==> src/rtl/uart_tx_buffer.sv <==
// Byte FIFO plus transmit sequencer between the LSU UART store path and the UART transmitter.
// Optional macro UART_TX_CRLF_EN: a queued 8'h0A goes out as two frames, 8'h0D then 8'h0A.
module uart_tx_buffer #(
  parameter int unsigned ADDR_W       = 4,
  parameter int unsigned BUSY_TIMEOUT = 15
) (
  input  logic              clk_i,
  input  logic              rst_ni,
  input  logic              wr_en_i,
  input  logic [7:0]        wr_data_i,
  input  logic              clr_i,
  input  logic              tx_busy_i,
  output logic              tx_transmit_o,
  output logic [7:0]        tx_byte_o,
  output logic [ADDR_W:0]   count_o,
  output logic              empty_o,
  output logic              full_o,
  output logic              overflow_o,
  output logic              timeout_o,
  output logic              idle_o
);

  localparam int unsigned DEPTH = 1 << ADDR_W;
  localparam int unsigned CNT_W = ADDR_W + 1;
  localparam int unsigned TMO_W = 8;
  localparam logic [TMO_W-1:0] TMO_LAST = TMO_W'(BUSY_TIMEOUT - 1);
`ifdef UART_TX_CRLF_EN
  localparam logic [7:0] CHAR_LF = 8'h0A;
  localparam logic [7:0] CHAR_CR = 8'h0D;
`endif

  typedef enum logic [1:0] {
    ST_IDLE,
    ST_SEND,
    ST_WAIT_HI,
    ST_WAIT_LO
  } state_e;

  state_e             state_q, state_d;
  logic [7:0]         mem_q [DEPTH];
  logic [ADDR_W-1:0]  wr_ptr_q, wr_ptr_d;
  logic [ADDR_W-1:0]  rd_ptr_q, rd_ptr_d;
  logic [CNT_W-1:0]   count_q, count_d;
  logic               empty_q, empty_d;
  logic               full_q, full_d;
  logic               overflow_q, overflow_d;
  logic               timeout_q, timeout_d;
  logic               idle_q, idle_d;
  logic               tx_transmit_q, tx_transmit_d;
  logic [7:0]         tx_byte_q, tx_byte_d;
  logic [TMO_W-1:0]   tmo_cnt_q, tmo_cnt_d;
`ifdef UART_TX_CRLF_EN
  logic               cr_sent_q, cr_sent_d;
`endif

  logic               pop;
  logic               push;
  logic               mem_we;
  logic [7:0]         head;

  assign head   = mem_q[rd_ptr_q];
  assign mem_we = push && !clr_i;

  // Storage array carries no reset; only pointers define valid contents.
  always_ff @(posedge clk_i) begin
    if (mem_we) begin
      mem_q[wr_ptr_q] <= wr_data_i;
    end
  end

  // Sequencer and FIFO bookkeeping next-state logic.
  always_comb begin
    state_d       = state_q;
    wr_ptr_d      = wr_ptr_q;
    rd_ptr_d      = rd_ptr_q;
    count_d       = count_q;
    overflow_d    = overflow_q;
    timeout_d     = timeout_q;
    tx_transmit_d = 1'b0;
    tx_byte_d     = tx_byte_q;
    tmo_cnt_d     = tmo_cnt_q;
`ifdef UART_TX_CRLF_EN
    cr_sent_d     = cr_sent_q;
`endif
    pop           = 1'b0;
    push          = 1'b0;

    case (state_q)
      ST_IDLE: begin
        if (!empty_q && !tx_busy_i) begin
          tx_transmit_d = 1'b1;
          state_d       = ST_SEND;
`ifdef UART_TX_CRLF_EN
          // LF stays queued while its leading CR frame is in flight.
          if (head == CHAR_LF && !cr_sent_q) begin
            tx_byte_d = CHAR_CR;
            cr_sent_d = 1'b1;
          end else begin
            pop       = 1'b1;
            tx_byte_d = head;
            cr_sent_d = 1'b0;
          end
`else
          pop       = 1'b1;
          tx_byte_d = head;
`endif
        end
      end
      ST_SEND: begin
        tmo_cnt_d = TMO_W'(1);
        state_d   = ST_WAIT_HI;
      end
      ST_WAIT_HI: begin
        if (tx_busy_i) begin
          state_d = ST_WAIT_LO;
        end else if (tmo_cnt_q >= TMO_LAST) begin
          timeout_d = 1'b1;
          state_d   = ST_IDLE;
        end else begin
          tmo_cnt_d = tmo_cnt_q + TMO_W'(1);
        end
      end
      ST_WAIT_LO: begin
        if (!tx_busy_i) begin
          state_d = ST_IDLE;
        end
      end
      default: state_d = ST_IDLE;
    endcase

    // A pop in the same cycle frees the slot a push into a full FIFO needs.
    push = wr_en_i && (!full_q || pop);

    if (clr_i) begin
      wr_ptr_d   = '0;
      rd_ptr_d   = '0;
      count_d    = '0;
      overflow_d = 1'b0;
      timeout_d  = 1'b0;
`ifdef UART_TX_CRLF_EN
      cr_sent_d  = 1'b0;
`endif
    end else begin
      if (push) begin
        wr_ptr_d = wr_ptr_q + ADDR_W'(1);
      end
      if (pop) begin
        rd_ptr_d = rd_ptr_q + ADDR_W'(1);
      end
      count_d = count_q + CNT_W'(push) - CNT_W'(pop);
      if (wr_en_i && !push) begin
        overflow_d = 1'b1;
      end
    end

    empty_d = (count_d == '0);
    full_d  = (count_d == CNT_W'(DEPTH));
    idle_d  = (state_d == ST_IDLE) && empty_d;
  end

  always_ff @(posedge clk_i or negedge rst_ni) begin
    if (!rst_ni) begin
      state_q       <= ST_IDLE;
      wr_ptr_q      <= '0;
      rd_ptr_q      <= '0;
      count_q       <= '0;
      empty_q       <= 1'b1;
      full_q        <= 1'b0;
      overflow_q    <= 1'b0;
      timeout_q     <= 1'b0;
      idle_q        <= 1'b1;
      tx_transmit_q <= 1'b0;
      tx_byte_q     <= 8'h00;
      tmo_cnt_q     <= '0;
`ifdef UART_TX_CRLF_EN
      cr_sent_q     <= 1'b0;
`endif
    end else begin
      state_q       <= state_d;
      wr_ptr_q      <= wr_ptr_d;
      rd_ptr_q      <= rd_ptr_d;
      count_q       <= count_d;
      empty_q       <= empty_d;
      full_q        <= full_d;
      overflow_q    <= overflow_d;
      timeout_q     <= timeout_d;
      idle_q        <= idle_d;
      tx_transmit_q <= tx_transmit_d;
      tx_byte_q     <= tx_byte_d;
      tmo_cnt_q     <= tmo_cnt_d;
`ifdef UART_TX_CRLF_EN
      cr_sent_q     <= cr_sent_d;
`endif
    end
  end

  assign tx_transmit_o = tx_transmit_q;
  assign tx_byte_o     = tx_byte_q;
  assign count_o       = count_q;
  assign empty_o       = empty_q;
  assign full_o        = full_q;
  assign overflow_o    = overflow_q;
  assign timeout_o     = timeout_q;
  assign idle_o        = idle_q;

endmodule

==> config.mk <==
export PLATFORM = sky130hd
export DESIGN_NAME = uart_tx_buffer
export DESIGN_NICKNAME = d
export VERILOG_FILES = /design/src/rtl/uart_tx_buffer.sv
export SDC_FILE = /design/constraint.sdc
export NUM_CORES = 1
export LEC_CHECK = 0
export BUFFER_PORTS_ARGS = -buffer_cell sky130_fd_sc_hd__clkbuf_2
export CORE_UTILIZATION = 40
export CTS_CLUSTER_DIAMETER = 200
export DETAILED_ROUTE_END_ITERATION = 10
export GPL_ROUTABILITY_DRIVEN = 0
export GPL_TIMING_DRIVEN = 0
export SYNTH_ARGS = -nofsm -noshare
export SYNTH_HDL_FRONTEND = slang
export SYNTH_SLANG_ARGS = --single-unit
==> constraint.sdc <==
create_clock -name clk_i -period 8.05 [get_ports clk_i]
set_input_delay 1.61 -clock clk_i [delete_from_list [all_inputs] [get_ports clk_i]]
set_output_delay 1.61 -clock clk_i [all_outputs]
set_load 0.02 [all_outputs]
==> impl_summary.txt, run 1 <==
----------------------------------------------------
[Critical path]
  Cells traversed along the worst timing path ... clkbuf_2 -> or4_4 -> a21boi_4 -> inv_1 -> ha_1 -> inv_1 -> ha_1 -> inv_1 -> fa_1 -> nand2b_1 -> a21oi_1 -> xnor2_1 -> a41o_1 -> o211a_1
  Crit path buffers/inverters ... 4
  R2R cell count ... 13
  Max Fanout on Critical Path ... 9
  Kind of cell adding the most delay to the critical path ... compound AO/OA/AOI/OAI gates
  Crit path depth ... 14
  Critical path class ... in -> reg
  Type of destination of the critical path ... register
  Arrival time at the worst endpoint ... 4.41 ns
  Worst setup startpoint ... tx_busy_i
  Worst setup SP type ... input pin
  Largest incremental delay on the critical path ... 0.46 ns
  Origin of the critical flop-to-flop path ... state_q[1]
  Cell occurring most often along the worst timing path ... sky130_fd_sc_hd__inv_1
  WP data required ... 8.42 ns
  Max stage delay cell, worst path ... sky130_fd_sc_hd__or4_4

[Logic synthesis]
  Synth Cell Area ... 6610 um^2
  Area fraction in and, or, nand and nor cells after synthesis ... 5.90%
  Main combinational cell family by area after synthesis ... multiplexers
  Dominant register cell in the synthesized netlist ... sky130_fd_sc_hd__edfxtp_1
  Cell variety after synth ... 38
  Number of enable flip-flop cells after synthesis ... 128
  YS warnings ... 0
  Post-Synth XOR/XNOR Area ... 1.59%
  Portion of netlist area occupied by mux cells ... 13.1%
  Register bit total from synthesis ... 165
  Part of the Yosys area used for sequential elements ... 72.2%
  Adder-cell share of the synthesized area ... 2.57%
  Post-synthesis compound-gate area fraction ... 3.10%
  Fraction of synthesis flops using an asynchronous set or reset pin ... 22.4%
  Syn_area_per_cell ... 17.4 um^2
  Post-Synthesis Cells ... 381
  Number of nets in the synthesized netlist ... 407

[Placement]
  Half-perimeter wire length after placement ... 8280 um
  Number of port buffers ... 31

[Power]
  LEAKAGE ... 2.64 nW
  Peak supply drop ... 0.000151 V
  Pwr per Cell Area ... 292 nW/um^2
  Power, Total ... 2.21 mW

[Route]
  Post-route ant nets ... 0
  Average wire per standard cell ... 19.6 um
  Iter 0 DRT Violations ... 288
  Total Routed Length ... 13000 um
  Total iterations of the first detailed-routing run ... 4
  DRC viols ... 0
  Via Count ... 3404
  Number of vias per cell after detailed routing ... 5.16

[Floorplanning]
  Placeable Area ... 16000 um^2
  Top-level I/O count ... 32
  Y dimension of the die ... 131 um
  Full die area ... 17000 um^2
  Starting utilization of the core area ... 41.3%
  # rows ... 46
  Die extent in x ... 131 um

[STA]
  Slew at the pin closest to its max-slew limit ... 1.03 ns
  Number of failing setup endpoints in the final timing report ... 0
  Setup Total Neg Slack ... 0 ns
  Max-slew violation total from the final report ... 0
  Time the final worst path needs with I/O delays and setup ... 4.04 ns
  Worst clock skew ... 0.00743 ns
  Worst-case headroom to the max-slew limit ... 31.1%
  Final Hold Vio Count ... 0
  Setup repair after global routing missed its margin ... false
  Max Freq ... 0.247 GHz
  Share of the clock period used by the worst path after layout ... 50.2%

[Global routing]
  Maximum number of pins on one net before global-route repair ... 38
  Overall overflow remaining after global route ... 0
  Wire length of the first global-routing pass ... 20100 um
  Global-route usage over all layers ... 16.9%
  Vias in the first global route ... 3386
  Antenna violations before repair ... 0

[CTS]
  Clock slew seen by the registers of the worst setup and hold paths ... 0.06 ns
  Clock tree root driver cell ... sky130_fd_sc_hd__clkbuf_16
  Gates resized, CTS repair ... 0
  Post-CTS Setup Repair Bufs ... 0
  CTS tree ... done
  Later-pin clock latency in the skew report ... 0.43 ns
  Hold_buf cts ... 0
  CTS Sinks ... 165
  H-tree levels ... 4
  Maximum buffer depth of the clock tree ... 2
  CTS buffer count ... 17

[Min path]
  Hold WC Path Type ... reg -> reg
  Worst Hold Path Cells ... 2
  Worst min-delay path startpoint ... tx_byte_o[5]

[Run]
  Max-capacitance violation count ... 0

[Cells and area]
  Post-layout net count ... 457
  Area used by multi-input combinational logic ... 1740 um^2
  Signed area change from the synthesized netlist to the final layout ... 14.4%
  # diodes ... 0
  Footprint of the flip-flops and latches ... 4770 um^2
  Fraction of layout instances using a drive strength above 1 ... 22.1%
  Fill cell instance count of the final layout ... 1409

[Status]
  Run status ... finished clean

----------------------------------------------------
-- cells in the mapped netlist (2+ instances only) --
| cell | count | area (um^2) |
|---|---|---|
| sky130_fd_sc_hd__nand2_1 | 15 | 56.3 |
| sky130_fd_sc_hd__o21ai_0 | 8 | 40.0 |
| sky130_fd_sc_hd__and4_1 | 2 | 17.5 |
| sky130_fd_sc_hd__nand2b_1 | 3 | 18.8 |
| sky130_fd_sc_hd__a31oi_1 | 2 | 12.5 |
| sky130_fd_sc_hd__nor2_1 | 49 | 184 |
| sky130_fd_sc_hd__inv_1 | 10 | 37.5 |
| sky130_fd_sc_hd__mux4_2 | 31 | 698 |
| sky130_fd_sc_hd__mux2i_1 | 17 | 170 |
| sky130_fd_sc_hd__nand4_1 | 2 | 12.5 |
| sky130_fd_sc_hd__xor2_1 | 7 | 61.3 |
| sky130_fd_sc_hd__a21oi_1 | 13 | 65.1 |
| sky130_fd_sc_hd__clkbuf_1 | 9 | 33.8 |
| sky130_fd_sc_hd__and2_1 | 3 | 18.8 |
| sky130_fd_sc_hd__xnor2_1 | 5 | 43.8 |
| sky130_fd_sc_hd__ha_1 | 12 | 150 |
| sky130_fd_sc_hd__a41oi_1 | 2 | 17.5 |
| sky130_fd_sc_hd__dfrtp_1 | 35 | 876 |
| sky130_fd_sc_hd__dfstp_2 | 2 | 52.6 |
| sky130_fd_sc_hd__nor2b_1 | 5 | 31.3 |
| sky130_fd_sc_hd__buf_2 | 5 | 25.0 |
| sky130_fd_sc_hd__edfxtp_1 | 128 | 3840 |
-- cell usage in the layout, fill, tap and decap left out, drive strengths merged, types with 7 or more instances in the layout --
cell / count
clkinv: 7
xor2: 7
dfrtp: 35
edfxtp: 128
clkbuf: 62
a21oi: 13
nand2: 16
nor2: 49
mux2i: 17
mux4: 31
o21ai: 8
ha: 12
inv: 12
-- report_power, final --
group / total [mW] / leakage [nW] / switching [mW] / internal, mW
combinational: 0.428 / 0.753 / 0.252 / 0.176
sequential: 1.05 / 1.63 / 0.0516 / 0.994
clock: 0.732 / 0.255 / 0.311 / 0.422
total: 2.21 / 2.64 / 0.614 / 1.59
-- sequential cells by signal, indices dropped and copies added (netlist names), 2 cells and up --
signal     flops
tx_byte_o      8
state_q        2
count_o        5
wr_ptr_q       4
tmo_cnt_q      8
mem_q        128
rd_ptr_q       4
-- cell type report --
type                            count  share of cell area, %
Tap cell                          216                   3.57
Inverter                           11                  0.546
Multi-Input combinational cell    191                   23.0
Clock inverter                     10                   1.08
Timing Repair Buffer               31                   2.05
Clock buffer                       22                   5.87
Buffer                             14                  0.778
Sequential cell                   165                   63.1
-- layer usage --
metal	global-route usage [%]	share of wire [%]	wire length [um]
met1	23.0	45	5830
met2	26.5	49	6390
met3	3.22	4.1	527
met4	7.78	1.7	221
met5	0	0	0
-- path summary, 6_finish.rpt --
kind	to	slack (ns)
min in group asynchronous	count_o[2]	1.34
worst max register to register	idle_o	4.72
worst min register to register	tx_byte_o[5]	0.49
worst min-delay path	tx_byte_o[5]	0.49
worst max-delay path	idle_o	4.01
max in group asynchronous	tx_byte_o[3]	6.08
-- metrics by stage --
stage / worst slack, ns / std cells / util, % / hold slack (ns) / instance area [um^2]
after global placement: 3.59 / 628 / 44.0 / 0.474 / 7040
after floorplan: 3.96 / 381 / - / 0.454 / 6610
after CTS: 4.01 / 660 / 47.3 / 0.491 / 7560
after detailed placement: 3.56 / 628 / 44.0 / 0.473 / 7040
final: 4.01 / 660 / 47.3 / 0.491 / 7560
after global routing: 3.81 / 660 / 47.3 / 0.507 / 7560
-- worst register-to-register path, cell delays in order, from the launching register on --
cell and delay [ns]:
sky130_fd_sc_hd__dfrtp_1 0.45, sky130_fd_sc_hd__or4_4 0.60, sky130_fd_sc_hd__a21boi_4 0.32, sky130_fd_sc_hd__inv_1 0.08
sky130_fd_sc_hd__ha_1 0.27, sky130_fd_sc_hd__inv_1 0.06, sky130_fd_sc_hd__ha_1 0.15, sky130_fd_sc_hd__inv_1 0.05
sky130_fd_sc_hd__fa_1 0.40, sky130_fd_sc_hd__nand2b_1 0.16, sky130_fd_sc_hd__a21oi_1 0.18, sky130_fd_sc_hd__xnor2_1 0.16
sky130_fd_sc_hd__a41o_1 0.24, sky130_fd_sc_hd__o211a_1 0.16
-- cell families after synthesis --
logic type / after synthesis
mux: 48
compound gates: 32
xor+xnor: 12
fa+ha+maj: 13
simple gates: 86
buf+inv: 25
flops: 165
Note: power is estimated with default switching activity, not from simulation.
==> run 2, diff against run 1 <==
==> constraint.sdc (replaced) <==
create_clock -name clk_i -period 3.55 [get_ports clk_i]
set_input_delay 0.71 -clock clk_i [delete_from_list [all_inputs] [get_ports clk_i]]
set_output_delay 0.71 -clock clk_i [all_outputs]
set_load 0.02 [all_outputs]
==> run 2 against run 1 <==
Effect of this change: critical path depth shrank 1; design area about the same; first-iteration DRC count grew 0.69%; clock skew down 0.0013 ns; worst setup slack worse by 3.6 ns; highest routed layer unchanged; core utilization is essentially flat; routed wire length shrank 0.10%; largest power group unchanged.
==> impl_summary.txt, run 2 (synthesis gave the netlist of run 1 again) <==
----------------------------------------------------
[Floorplanning]
  Y dimension of the die ... 131 um (unchanged)
  Full die area ... 17000 um^2 (unchanged)
  Starting utilization of the core area ... 41.3% (unchanged)
  # rows ... 46 (unchanged)
  Die extent in x ... 131 um (unchanged)
  Top-level I/O count ... 32 (unchanged)
  Placeable Area ... 16000 um^2 (unchanged)

[Critical path]
  Largest incremental delay on the critical path ... 0.60 ns (was 0.46 ns)
  Arrival time at the worst endpoint ... 3.51 ns (was 4.41 ns)
  Crit path buffers/inverters ... 3 (was 4)
  Kind of cell adding the most delay to the critical path ... adder cells (was compound AO/OA/AOI/OAI gates)
  Max Fanout on Critical Path ... 8 (was 9)
  Type of destination of the critical path ... register (unchanged)
  Worst setup SP type ... register (was input pin)
  Critical path class ... reg -> reg (was in -> reg)
  Cell occurring most often along the worst timing path ... sky130_fd_sc_hd__inv_1 (unchanged)
  Max stage delay cell, worst path ... sky130_fd_sc_hd__or4_4 (unchanged)
  Cells traversed along the worst timing path ... or4_4 -> a21boi_4 -> inv_1 -> ha_1 -> inv_1 -> ha_1 -> inv_1 -> fa_1 -> nand2b_1 -> a21oi_1 -> xnor2_1 -> a41o_1 -> o211a_1 (was clkbuf_2 -> or4_4 -> a21boi_4 -> inv_1 -> ha_1 -> inv_1 -> ha_1 -> inv_1 -> fa_1 -> nand2b_1 -> a21oi_1 -> xnor2_1 -> a41o_1 -> o211a_1)
  WP data required ... 3.92 ns (was 8.42 ns)

[Cells and area]
  Footprint of the flip-flops and latches ... 4770 um^2 (unchanged)
  Register with the most flip-flops ... mem_q (unchanged)
  Fraction of layout instances using a drive strength above 1 ... 22.2% (was 22.1%)
  Area used by multi-input combinational logic ... 1740 um^2 (unchanged)
  Highest-count cells in the layout ignoring fill and taps ... 128 x sky130_fd_sc_hd__edfxtp_1, 49 x sky130_fd_sc_hd__nor2_1, 35 x sky130_fd_sc_hd__dfrtp_1, 31 x sky130_fd_sc_hd__mux4_2, 31 x sky130_fd_sc_hd__clkbuf_2 (unchanged)
  Signed area change from the synthesized netlist to the final layout ... 14.5% (was 14.4%)
  Post-layout instance count excluding filler cells ... 661 (was 660)
  Fill cell instance count of the final layout ... 1407 (was 1409)
  Final Util ... 47.3% (about the same)
  Post-layout net count ... 458 (was 457)
  Most frequent standard cell in the layout excluding fill and tap cells ... sky130_fd_sc_hd__edfxtp_1 (unchanged)
  # diodes ... 0 (unchanged)
  Number of flip-flops under the largest register name ... 128 (unchanged)

[STA]
  Setup repair after global routing missed its margin ... false (unchanged)
  Worst clock skew ... 0.00610 ns (was 0.00743 ns)
  Number of failing setup endpoints in the final timing report ... 0 (unchanged)
  Final Hold Vio Count ... 0 (unchanged)
  Slew at the pin closest to its max-slew limit ... 1.02 ns (was 1.03 ns)
  Max Freq ... 0.318 GHz
  Smallest hold slack ... 0.444 ns (was 0.491 ns)
  Worst-case headroom to the max-slew limit ... 31.4% (was 31.1%)
  Share of the clock period used by the worst path after layout ... 88.5%
  Time the final worst path needs with I/O delays and setup ... 3.14 ns
  Max-slew violation total from the final report ... 0 (unchanged)

[Global routing]
  Antenna violations before repair ... 0 (unchanged)
  Wire length of the first global-routing pass ... 20100 um (unchanged)
  Global-route usage over all layers ... 16.9% (unchanged)
  Maximum number of pins on one net before global-route repair ... 38 (unchanged)
  Overall overflow remaining after global route ... 0 (unchanged)
  Vias in the first global route ... 3386 (unchanged)

[CTS]
  H-tree levels ... 4 (unchanged)
  Clock tree root driver cell ... sky130_fd_sc_hd__clkbuf_16 (unchanged)
  Later-pin clock latency in the skew report ... 0.42 ns (was 0.43 ns)
  CTS Sinks ... 165 (unchanged)
  CTS buffer count ... 17 (unchanged)
  Hold_buf cts ... 0 (unchanged)
  Clock slew seen by the registers of the worst setup and hold paths ... 0.06 ns (about the same)
  Gates resized, CTS repair ... 0 (unchanged)
  Maximum buffer depth of the clock tree ... 2 (unchanged)
  CTS tree ... done (unchanged)

[Route]
  Number of vias per cell after detailed routing ... 5.16 (about the same)
  Average wire per standard cell ... 19.6 um (about the same)
  DRC viols ... 0 (unchanged)
  Via Count ... 3409 (was 3404)
  Post-route ant nets ... 0 (unchanged)
  Iter 0 DRT Violations ... 290 (was 288)
  Total iterations of the first detailed-routing run ... 4 (unchanged)
  Total Routed Length ... 13000 um (about the same)

[Status]
  Run status ... finished clean (unchanged)

[Placement]
  Total placed cells including tap cells ... 628 (unchanged)
  Number of port buffers ... 31 (unchanged)
  Half-perimeter wire length after placement ... 8280 um (unchanged)

[Run]
  Max-capacitance violation count ... 0 (unchanged)

[Min path]
  Hold WC Path Type ... in -> async (was reg -> reg)

[Power]
  Peak supply drop ... 0.000344 V (was 0.000151 V)
  Pwr per Cell Area ... 662 nW/um^2 (was 292 nW/um^2)
  LEAKAGE ... 2.64 nW (about the same)

----------------------------------------------------
-- run 2: cell types whose count changed in the layout (fill, tap and decap cells not counted) --
cell                    before  now
sky130_fd_sc_hd__buf_4       0    1
-- run 2: where the power goes --
| part | leakage (nW) | switching, mW | internal, mW |
|---|---|---|---|
| clock network | 0.255 | 0.704 | 0.956 |
| registers | 1.63 | 0.117 | 2.25 |
| logic | 0.758 | 0.572 | 0.403 |
-- run 2: stage by stage --
step           setup slack (ns)  power, mW  instance area [um^2]   TNS, ns
2_1_floorplan             0.359       3.09                  6610         0
3_3_place_gp           -0.00563       3.36                  7040  -0.00563
3_5_place_dp            -0.0409       3.40                  7040   -0.0409
4_1_cts                   0.194       5.05                  7560         0
5_1_grt                   0.202       5.27                  7570         0
6_report                  0.407       5.01                  7570         0
-- run 2: area by class of cell --
cell class,instances,share of cell area (%)
buffer,14,0.777
clock buffer,22,5.87
clock inverter,10,1.07
inverter,11,0.545
multi-input combinational,191,23.0
sequential,165,63.0
tap,216,3.57
timing repair buffer,32,2.15
-- run 2: worst register-to-register path: cells and delay by family, from the launching register on --
kind	cells	cell delay, ns
AOI/OAI and AO/OA	4	0.75
adders and majority gates	3	0.81
DFF	1	0.45
and+or+nand+nor	2	0.76
buffers and inverters	3	0.16
xor gates and xnor gates	1	0.16
-- run 2: path summary, 6_finish.rpt --
kind                              start            to  slack [ns]  depth (start not counted)
max in group asynchronous        rst_ni  tx_byte_o[3]        2.48                          1
max reg2reg                  state_q[1]        idle_o        0.41                         13
min in group clk_i         tx_byte_o[5]  tx_byte_o[5]        0.49                          2
min reg2reg                tx_byte_o[5]  tx_byte_o[5]        0.49                          2
min                              rst_ni    count_o[2]        0.44                          1
max                          state_q[1]        idle_o        0.41                         13
-- run 2: repair_timing --
item                                   4_1_cts  5_1_grt
endpoints found under the hold margin        0        0
setup endpoints to repair                    0        1
buffers inserted                             0        1
-- run 2: per-layer routing --
layer  vias up  global-route usage, %  routed length [um]
met5         -                      0                   0
met4         0                   7.78                 275
met3        23                   3.22                 427
met2        68                   26.5                6390
met1      1764                   23.0                5860
li1       1554                      -                   -
==> run 3, diff against run 2 <==
--- a/config.mk
+++ b/config.mk
@@ -11,6 +11,7 @@
 export DETAILED_ROUTE_END_ITERATION = 10
 export GPL_ROUTABILITY_DRIVEN = 0
 export GPL_TIMING_DRIVEN = 0
+export RECOVER_POWER = 50
 export SYNTH_ARGS = -nofsm -noshare
 export SYNTH_HDL_FRONTEND = slang
 export SYNTH_SLANG_ARGS = --single-unit
==> run 3 against run 2 <==
Effect of this change: the run now ends with capacitance limit, slew limit left; worst setup slack worse by 0.052 ns; total power fell by 0.12%; clock power hardly changed; critical path depth unchanged; routed wire length shrank 0.16%; sequential power barely moved; global-route usage stayed put; die area did not move; via count up 0.62%; non-clock buffer count did not move; first-iteration DRC count down 3.1%; clock skew rose by 0.0016 ns; critical path type unchanged; critical endpoint unchanged; highest routed layer unchanged.
==> impl_summary.txt, run 3 (synthesis gave the netlist of run 1 again) <==
----------------------------------------------------
[Status]
  Run status ... finished with violations (was finished clean)
  Violated checks ... capacitance limit, slew limit

[Route]
  M1 WL ... 5870 um (was 5860 um)
  Top layer in use ... met4 (unchanged)
  Total iterations of the first detailed-routing run ... 4 (unchanged)
  Number of vias per cell after detailed routing ... 5.19 (was 5.16)
  Average wire per standard cell ... 19.6 um (about the same)
  Total Routed Length ... 12900 um (was 13000 um)
  Post-route ant nets ... 0 (unchanged)
  Iter 0 DRT Violations ... 281 (was 290)
  Via Count ... 3430 (was 3409)
  DRC viols ... 0 (unchanged)
  Total met2 wirelength after detailed routing ... 6340 um (was 6390 um)
  Detail Route met3 WL ... 489 um (was 427 um)

[STA]
  Smallest hold slack ... 0.491 ns (was 0.444 ns)
  Number of failing setup endpoints in the final timing report ... 0 (unchanged)
  Final setup slack of the worst path ... 0.355 ns (was 0.407 ns)
  Final Hold Vio Count ... 0 (unchanged)
  Worst-case headroom to the max-slew limit ... -43.2% (was 31.4%)
  Max Freq ... 0.313 GHz (was 0.318 GHz)
  Max-slew violation total from the final report ... 38 (was 0)
  Setup repair after global routing missed its margin ... false (unchanged)
  Share of the clock period used by the worst path after layout ... 90.0% (was 88.5%)
  Slew at the pin closest to its max-slew limit ... 2.15 ns (was 1.02 ns)
  Worst clock skew ... 0.00768 ns (was 0.00610 ns)
  Time the final worst path needs with I/O delays and setup ... 3.19 ns (was 3.14 ns)

[Cells and area]
  Signed area change from the synthesized netlist to the final layout ... 14.3% (was 14.5%)
  Fraction of layout instances using a drive strength above 1 ... 19.8% (was 22.2%)
  Most frequent standard cell in the layout excluding fill and tap cells ... sky130_fd_sc_hd__edfxtp_1 (unchanged)
  Highest-count cells in the layout ignoring fill and taps ... 128 x sky130_fd_sc_hd__edfxtp_1, 49 x sky130_fd_sc_hd__nor2_1, 35 x sky130_fd_sc_hd__dfrtp_1, 31 x sky130_fd_sc_hd__mux4_2, 24 x sky130_fd_sc_hd__clkbuf_1 (was 128 x sky130_fd_sc_hd__edfxtp_1, 49 x sky130_fd_sc_hd__nor2_1, 35 x sky130_fd_sc_hd__dfrtp_1, 31 x sky130_fd_sc_hd__mux4_2, 31 x sky130_fd_sc_hd__clkbuf_2)
  Area used by multi-input combinational logic ... 1740 um^2 (about the same)
  # diodes ... 0 (unchanged)
  Final Util ... 47.2% (was 47.3%)
  Register with the most flip-flops ... mem_q (unchanged)
  Fill cell instance count of the final layout ... 1415 (was 1407)
  Number of flip-flops under the largest register name ... 128 (unchanged)
  Post-layout net count ... 458 (unchanged)
  Footprint of the flip-flops and latches ... 4770 um^2 (unchanged)
  Post-layout instance count excluding filler cells ... 661 (unchanged)

[Power]
  LEAKAGE ... 2.61 nW (was 2.64 nW)
  Power, Total ... 5.00 mW (was 5.01 mW)
  Peak supply drop ... 0.000342 V (was 0.000344 V)
  Pwr per Cell Area ... 662 nW/um^2 (about the same)

[Placement]
  Half-perimeter wire length after placement ... 8280 um (unchanged)
  Total placed cells including tap cells ... 628 (unchanged)
  Pre-CTS WS ... -0.0409 ns (unchanged)
  Number of port buffers ... 31 (unchanged)

[Global routing]
  Maximum number of pins on one net before global-route repair ... 38 (unchanged)
  Overall overflow remaining after global route ... 0 (unchanged)
  Vias in the first global route ... 3386 (unchanged)
  Global-route usage over all layers ... 16.9% (unchanged)
  Antenna violations before repair ... 0 (unchanged)
  Wire length of the first global-routing pass ... 20100 um (unchanged)

[Critical path]
  Cells traversed along the worst timing path ... or4_1 -> a21boi_4 -> inv_1 -> ha_1 -> inv_1 -> ha_1 -> inv_1 -> fa_1 -> nand2b_1 -> a21oi_1 -> xnor2_1 -> a41o_1 -> o211a_1 (was or4_4 -> a21boi_4 -> inv_1 -> ha_1 -> inv_1 -> ha_1 -> inv_1 -> fa_1 -> nand2b_1 -> a21oi_1 -> xnor2_1 -> a41o_1 -> o211a_1)
  Worst setup startpoint ... state_q[1] (unchanged)
  Type of destination of the critical path ... register (unchanged)
  Critical path class ... reg -> reg (unchanged)
  Worst setup SP type ... register (unchanged)
  Max stage delay cell, worst path ... sky130_fd_sc_hd__or4_1 (was sky130_fd_sc_hd__or4_4)
  Cell occurring most often along the worst timing path ... sky130_fd_sc_hd__inv_1 (unchanged)
  Crit path buffers/inverters ... 3 (unchanged)
  WP data required ... 3.92 ns (about the same)
  Arrival time at the worst endpoint ... 3.56 ns (was 3.51 ns)
  Origin of the critical flop-to-flop path ... state_q[1] (unchanged)
  Largest incremental delay on the critical path ... 0.64 ns (was 0.60 ns)
  Kind of cell adding the most delay to the critical path ... adder cells (unchanged)
  Max Fanout on Critical Path ... 8 (unchanged)

[CTS]
  Clock slew seen by the registers of the worst setup and hold paths ... 0.06 ns (about the same)
  Hold_buf cts ... 0 (unchanged)
  CTS Sinks ... 165 (unchanged)
  CTS buffer count ... 17 (unchanged)
  Maximum buffer depth of the clock tree ... 2 (unchanged)
  H-tree levels ... 4 (unchanged)
  CTS tree ... done (unchanged)
  Clock tree root driver cell ... sky130_fd_sc_hd__clkbuf_16 (unchanged)
  Later-pin clock latency in the skew report ... 0.43 ns (was 0.42 ns)

[Min path]
  Worst min-delay path startpoint ... tx_byte_o[5]
  Hold WC Path Type ... reg -> reg (was in -> async)

[Floorplanning]
  Die extent in x ... 131 um (unchanged)
  # rows ... 46 (unchanged)
  Y dimension of the die ... 131 um (unchanged)
  Full die area ... 17000 um^2 (unchanged)
  Starting utilization of the core area ... 41.3% (unchanged)
  Top-level I/O count ... 32 (unchanged)
  Placeable Area ... 16000 um^2 (unchanged)

[Run]
  Max-capacitance violation count ... 1 (was 0)

----------------------------------------------------
[run 3: worst reg2reg max path, delay by kind of cell, from the launching register on]
kind | cells | cell delay [ns]
AOI/OAI and AO/OA | 4 | 0.76
xor gates and xnor gates | 1 | 0.16
adders and majority gates | 3 | 0.81
buffers and inverters | 3 | 0.16
DFF | 1 | 0.44
and+or+nand+nor | 2 | 0.80
[run 3: final timing paths]
path                                      to  slack [ns]  depth (start not counted)
worst max-delay path                  idle_o        0.36                         13
worst min-delay path            tx_byte_o[5]        0.49                          2
worst max register to register        idle_o        0.36                         13
worst min register to register  tx_byte_o[5]        0.49                          2
max in group asynchronous       tx_byte_o[1]        1.41                          1
min in group asynchronous         count_o[3]        0.91                          1
[run 3: routing by layer]
metal | vias to the layer above | global-route usage (%)
li1 | 1555 | -
met1 | 1785 | 23.0
met2 | 70 | 26.5
met3 | 20 | 3.22
met4 | 0 | 7.78
met5 | - | 0
[run 3: what timing repair did]
item	in CTS	in global routing
setup endpoints to repair	0	1
buffers inserted	0	1
resized for setup	0	0
[run 3: through the flow]
| stage | TNS (ns) | cell area, um^2 |
|---|---|---|
| finish | 0 | 7550 |
| global route | 0 | 7550 |
| CTS | 0 | 7560 |
| detailed placement | -0.0409 | 7040 |
| global placement | -0.00563 | 7040 |
| floorplan | 0 | 6610 |
[run 3: report_power, final]
part	internal [mW]	leakage [nW]	switching [mW]
Sequential	2.25	1.63	0.116
Clock	0.957	0.255	0.704
Combinational	0.399	0.723	0.572
Total	3.61	2.61	1.39
[run 3: final cells by class]
type / count / share of cell area [%]
Inverter: 11 / 0.547
Tap cell: 216 / 3.58
Clock buffer: 22 / 5.88
Multi-Input combinational cell: 191 / 23.0
Buffer: 14 / 0.779
Sequential cell: 165 / 63.2
Timing Repair Buffer: 32 / 1.99
Clock inverter: 10 / 1.08
